**src/rtl/picture_col_ctr_pkg.sv**
```systemverilog
// rtl/picture_col_ctr_pkg.sv - shared widths, state encoding and blank-column helper for picture_col_ctr
package picture_col_ctr_pkg;

    localparam int ROW_W = 3;
    localparam int COL_W = 8;
    localparam logic [ROW_W-1:0] LAST_ROW = 3'd7;

    typedef enum logic {
        IDLE    = 1'b0,
        PENDING = 1'b1
    } state_t;

    // The blank pattern doubles as the XOR mask applied to every lit pattern.
    function automatic logic [COL_W-1:0] blank_col(input bit active_low);
        return active_low ? {COL_W{1'b1}} : {COL_W{1'b0}};
    endfunction

endpackage

```
**src/rtl/picture_frame_buf.sv**
```systemverilog
// rtl/picture_frame_buf.sv - 8x8 double buffer with back write port, bulk swap and front read port
module picture_frame_buf
    import picture_col_ctr_pkg::*;
#(
    parameter int ROWS = 8
) (
    input  logic             clk,
    input  logic             rst,
    input  logic             wr_en,
    input  logic [ROW_W-1:0] wr_addr,
    input  logic [COL_W-1:0] wr_data,
    input  logic             swap,
    input  logic [ROW_W-1:0] rd_addr,
    output logic [COL_W-1:0] rd_data
);

    logic [COL_W-1:0] back  [ROWS];
    logic [COL_W-1:0] front [ROWS];

    always_ff @(posedge clk) begin
        if (rst) begin
            for (int i = 0; i < ROWS; i++) begin
                back[i]  <= '0;
                front[i] <= '0;
            end
        end else begin
            if (wr_en) begin
                back[wr_addr] <= wr_data;
            end
            // Back keeps its contents after the copy so edits can be incremental.
            if (swap) begin
                for (int i = 0; i < ROWS; i++) begin
                    front[i] <= back[i];
                end
            end
        end
    end

    assign rd_data = front[rd_addr];

endmodule

```
**src/rtl/picture_col_ctr.sv**
```systemverilog
// rtl/picture_col_ctr.sv - column driver for the 8x8 dot matrix with tear-free frame commit
module picture_col_ctr
    import picture_col_ctr_pkg::*;
#(
    parameter bit COL_ACTIVE_LOW = 1'b0,
    parameter int ROWS           = 8
) (
    input  logic             clk,
    input  logic             rst,
    input  logic [ROW_W-1:0] sw,
    input  logic             wr_en,
    input  logic [ROW_W-1:0] wr_addr,
    input  logic [COL_W-1:0] wr_data,
    output logic             wr_ready,
    input  logic             commit,
    output logic             swap_done,
    output logic [COL_W-1:0] col,
    output logic             seq_err
);

    localparam logic [COL_W-1:0] BLANK = blank_col(COL_ACTIVE_LOW);

    state_t           state;
    state_t           state_n;
    logic             buf_wr;
    logic             swap;
    logic [COL_W-1:0] front_row;
    logic [ROW_W-1:0] prev_sw;
    logic [ROW_W-1:0] exp_sw;
    logic             armed;

    picture_frame_buf #(
        .ROWS(ROWS)
    ) u_frame_buf (
        .clk    (clk),
        .rst    (rst),
        .wr_en  (buf_wr),
        .wr_addr(wr_addr),
        .wr_data(wr_data),
        .swap   (swap),
        .rd_addr(sw),
        .rd_data(front_row)
    );

    always_comb begin
        state_n  = state;
        wr_ready = 1'b0;
        buf_wr   = 1'b0;
        swap     = 1'b0;
        case (state)
            IDLE: begin
                wr_ready = 1'b1;
                buf_wr   = wr_en;
                if (commit) begin
                    state_n = PENDING;
                end
            end
            PENDING: begin
                // Swapping on the last row means the new front is first read at row 0.
                if (sw == LAST_ROW) begin
                    swap    = 1'b1;
                    state_n = IDLE;
                end
            end
            default: state_n = IDLE;
        endcase
    end

    assign exp_sw = prev_sw + 3'd1;

    always_ff @(posedge clk) begin
        if (rst) begin
            state     <= IDLE;
            col       <= BLANK;
            swap_done <= 1'b0;
            seq_err   <= 1'b0;
            armed     <= 1'b0;
            prev_sw   <= '0;
        end else begin
            state     <= state_n;
            col       <= front_row ^ BLANK;
            swap_done <= swap;
            armed     <= 1'b1;
            prev_sw   <= sw;
            seq_err   <= armed && (sw != exp_sw);
        end
    end

endmodule

```
**config.mk**
```make
export PLATFORM = sky130hd
export DESIGN_NAME = picture_col_ctr
export DESIGN_NICKNAME = d
export VERILOG_FILES = /design/src/rtl/picture_col_ctr_pkg.sv /design/src/rtl/picture_frame_buf.sv /design/src/rtl/picture_col_ctr.sv
export SDC_FILE = /design/constraint.sdc
export NUM_CORES = 1
export LEC_CHECK = 0
export BUFFER_PORTS_ARGS = -buffer_cell sky130_fd_sc_hd__buf_2
export CORE_ASPECT_RATIO = 1.75
export CORE_UTILIZATION = 40
export DETAILED_ROUTE_END_ITERATION = 16
export SETUP_SLACK_MARGIN = 0.15
export SLEW_MARGIN = 15
export SYNTH_ARGS = -nofsm -noshare
export SYNTH_HDL_FRONTEND = slang
export SYNTH_SLANG_ARGS = --single-unit
```
**constraint.sdc**
```tcl
create_clock -name clk -period 2.7 [get_ports clk]
set_input_delay 0.54 -clock clk [delete_from_list [all_inputs] [get_ports clk]]
set_output_delay 0.54 -clock clk [all_outputs]
set_load 0.1 [all_outputs]
```
---- Yosys cells after proc, flatten, opt, wreduce, memory -nomap -nowiden ----
Memories as Yosys holds them, arrays and structs flattened. A register that Yosys moved wholly into a read port is not among the register bits.
Cells that the tools add are included.
cells by class
  add/subtract/negate cells ............... 1
  equal/unequal tests ..................... 2
  multiplexer cells ....................... 27
  bitwise gates (word level) .............. 9
  reductions and logical operators ........ 2
operators with widths
  cell                   count
  $mux W8                9
  $mux W1                16
  $or A1 B1 Y1           8
  $reduce_or A8 Y1       1
  $add A3 B1 Y3 const B  1
  $eq A3 B3 Y1 const B   1
  $mux W3                1
  $ne A3 B3 Y1           1
  $pmux W1 S2            1
  $logic_and A1 B1 Y1    1
  $not A1 Y1             1
storage, ports and cells
  register bits after elaboration ......... 7
  bits in writable memories ............... 128
  input bits .............................. 18
  output and inout port bits .............. 11
  memories kept ........................... 2
memory list
  name               words  width  rd ports  clocked after Yosys merged registers in  wr ports  line                     RTL
  u_frame_buf.back   8      8      8         0                                        8         picture_frame_buf.sv:17  logic [COL_W-1:0] back [ROWS];
  u_frame_buf.front  8      8      1         1                                        8         picture_frame_buf.sv:18  logic [COL_W-1:0] front [ROWS];

---- Longest topological paths before layout ----
  depth in word-level cells ............... 7
  gate-level depth with buffers ........... 6
  depth with buffers taken out ............ 4

---- Cells and area by module ----
From an unflattened synthesis, not the netlist that was laid out.
second synthesis, totals
  cells, all modules ...................... 371
  area, all modules ....................... 5858.1 um2
modules (own cells, without submodules)
  module             times used  cells each  area each (um2)  seq. area each (um2)
  picture_frame_buf  1           332         5383.9           3843.7
  picture_col_ctr    1           39          474.2            300.3

---- Least setup slack after synthesis ----
Ideal clock, no wire load.
  path type ............................... input port to flip-flop
  start ................................... input port sw[2]
  end ..................................... memory u_frame_buf.front[0][0], enable pin
  arrival time ............................ 2.399 ns
  setup slack ............................. -0.125 ns
  stages .................................. 3
  buffers on the path ..................... 2
  cells stage by stage .................... buf_4 > buf_2 > a41o_1
RTL lines
  item                line                     RTL
  start: declaration  picture_col_ctr.sv:10    input logic [ROW_W-1:0] sw,
  end: declaration    picture_frame_buf.sv:18

---- Worst setup path in the final report ----
  start ................................... register state
  end ..................................... output port wr_ready
on the way
  word-level cells in the longest chain between the ends .. 1
RTL lines
  item                      line                   RTL
  start: declaration        picture_col_ctr.sv:23  state_t state;
  start signal: assignment  picture_col_ctr.sv:80  state <= state_n;
  $mux W1                   picture_col_ctr.sv:50  case (state)
  end: declaration          picture_col_ctr.sv:14  output logic wr_ready,
No other way between the ends.

==> results.md <==
* Status: completed
* Std cell rows at 57
* Vias in the first global route at approximately 3000
* Reg2reg end: u_frame_buf.back[3][7]
* Wirelength, routed at ~10000 um
* Final Hold Fails at 0
* Crit end category: output pin
* First-pass GRT wire length at 16390 um
* Area grow syn2layout at 16.96%
* Fin crit share at 70.86%
* Setup_tns at 0 ns
* Skew final at approximately 0.0057 ns
* Maximum root-to-sink buffer count at 2
* Netlist cell types at 36
* Die ar. at 15000 um^2
* Diode count at 0
* NumNets Final at 434
* Post-synth top area share at approximately two thirds
* Synth Cell Area at 5799 um^2
* Worst EP required at 2.16 ns
* Number of setup buffers added after CTS at 0
* Critical setup path kind: reg -> out
* Drt wl/cell at 17.13 um
* Worst vdd ir at 391.4 uV
* Initial Utilization at 41.28%
* Fin area at 6783 um^2
* CTS sink cnt at around 140
* IO Pins at 29
* Register bit total from synthesis at ~140
* Post-synth ARST share at 0%
* Beginning of the worst hold path: commit
* Cells after synthesis at about 380
* Max-slew headroom at slightly below 70%
* Worst skew pair latency at about 0.41 ns
* Pins over their slew limit at 0
* CTS clock-pin slew for the worst setup and hold paths at 0.06 ns
* Overall Global Routing Usage at 15.19%
* Fin crit period at 1.913 ns
* Largest net degree at the start of global routing at 65
* Horiz. Die Dim at 93.02 um
* Synth Warn # at 0
* DR DRC count at 0
* Die Y at 161.3 um
* Post-DP Area at 6163 um^2
* Worst slew pin tran at between 0.4 and 0.5 ns
* Hold Path Sink: state
* TritonCTS clock tree: built
* Via/cell ratio at 4.858
* Synthesized area per cell at roughly 15 um^2
* Max Clk Rate at ~520 MHz
* Initial antenna violation count at 0
* RSZ-0062 raised after global routing: false
* Critical Path AT at ~1.4 ns
* CTS H-Tree Depth at 4
* Fillers at 1190
* Grt ovf at 0
* Number of flops mapped to enable cells by yosys at 128
* Post-synth top area cell: edfxtp_1
* Reg2Reg Setup Slack at roughly 0.86 ns
* P per Cell Area at 777.2 nW/um^2
* Root buffer cell: clkbuf_16
* Synth Flop Type: edfxtp_1
* DP Wirelength at between 7000 and 8000 um
* Post-DRT Antenna Nets at 0
* Final Setup Violations at 0
* Share of layout cells above drive strength 1 at approximately 23%
* Synthesized Nets at roughly 390
* GPL Wtd Cong at 0.7163
* Port-buffer cells at 28
* WHS Path Cells at 3
* Post-CTS Hold Fix Bufs at 0
* Leak at 2.540 nW
* Reg-to-Reg Start: state
* Hold Path Class: in -> reg
* Max-cap violations at 0
* Register area share after synthesis at 71.46%
* DR vias at 2939
* Largest fanout on the critical path at 5
* Post-cts sizing count at 0
* CP startpoint kind: flop
* Drt initial violations at 153
* Pre-antenna DRT Iters at 4
* Core Util, Final at around half
* Reg2reg path depth at 3
* Number of CTS-inserted buffers at 17
* CORE AREA at 14050 um^2
* Area contributors post-synth: edfxtp_1 (66%), and2_1 (12%), dfxtp_1 (5.2%), mux4_2 (3.1%), nor2b_1 (2.7%)
[layer usage]
| layer | global-route usage (%) | part of all wire, % | vias up |
|---|---|---|---|
| li1 | - | - | 1432 |
| met1 | 16.85 | 40 | 1414 |
| met2 | 26.80 | 54 | 73 |
| met3 | 4.096 | 3.4 | 20 |
| met4 | 6.783 | 2.6 | 0 |
| met5 | 0 | 0 | - |
[metrics by stage]
stage	setup WS [ns]	cells	hold slack, ns	total power (W)
2_1_floorplan	0.5561	375	0.4285	0.002810
3_3_place_gp	0.6333	573	0.4360	0.002916
3_5_place_dp	0.5721	573	0.4655	0.002925
4_1_cts	0.7664	605	0.3463	0.005310
5_1_grt	0.7367	605	0.3778	0.005423
6_report	0.7869	605	0.3541	0.005271
[state kept, by name (all words and copies together), names as in the netlist]
name and count:
u_frame_buf.back 64, u_frame_buf.front 64, col 8, prev_sw 3, armed 1, seq_err 1
state 1, swap_done 1
[worst max-delay path, cell delays in order (launching register included)]
cell     delay (ns)
dfxtp_1        0.37
inv_1          0.15
buf_2          0.45
[cells in the mapped netlist (3+ instances only)]
master    count
nor2_2        4
and2_1      112
dfxtp_1      15
o21ai_0       6
nor3_1        8
nor2b_1      25
mux4_2        8
edfxtp_1    128
clkbuf_1      6
mux2_2        8
xnor2_1       3
buf_2         5
o22ai_1       8
buf_4         4
a211oi_1      8
[worst max path at each step]
| stage | cells after the start | start | to |
|---|---|---|---|
| 3_3_place_gp | 4 | rst | u_frame_buf.back[1][2] |
| 6_report | 2 | state | wr_ready |
| 3_5_place_dp | 4 | rst | u_frame_buf.back[3][0] |
| 2_1_floorplan | 3 | sw[2] | u_frame_buf.front[0][0] |
| 4_1_cts | 2 | state | wr_ready |
| 5_1_grt | 2 | state | wr_ready |
[kinds of logic after synthesis]
group	synth area share (%)
AOI/OAI and AO/OA	2.762
buffers and inverters	1.726
and+or+nand+nor	18.58
muxes	4.660
DFF	71.46
adders and majority gates	0.2157
xor gates and xnor gates	0.6042
[where the power goes]
group / total [W] / switching [W] / internal, W
logic: 0.000334 / 0.000240 / 0.0000937
clock network: 0.00240 / 0.000859 / 0.00154
registers: 0.00254 / 0.0000277 / 0.00251
total: 0.00527 / 0.00113 / 0.00414
[placed cells by master (no fill, tap or decap), types with 2 or more instances in the layout]
| cell | n |
|---|---|
| mux4_2 | 8 |
| nor3_1 | 8 |
| edfxtp_1 | 128 |
| nor2_1 | 2 |
| a211oi_1 | 8 |
| bufinv_16 | 4 |
| clkbuf_16 | 17 |
| xnor2_1 | 3 |
| nor2_4 | 2 |
| clkinvlp_4 | 2 |
| buf_4 | 9 |
| and2_1 | 112 |
| clkinv_4 | 3 |
| dfxtp_1 | 15 |
| or2_2 | 2 |
| nor2b_1 | 25 |
| mux2_2 | 8 |
| o22ai_1 | 8 |
| nor2_2 | 4 |
| and2b_1 | 2 |
| clkinv_2 | 4 |
| nor3_4 | 2 |
| buf_2 | 28 |
| inv_1 | 2 |
| o21ai_0 | 6 |
[cell type report]
class,instances,area (um^2),share of cell area [%]
flip-flops and latches,143,4144,61.10
multi-input cells,213,1563,23.04
clock buffers,17,425.4,6.272
repair buffers,38,227.7,3.357
well taps,177,221.5,3.265
clock inverters,15,193.9,2.859
inverters,2,7.507,0.1107
Note: power is estimated with default switching activity, not from simulation.
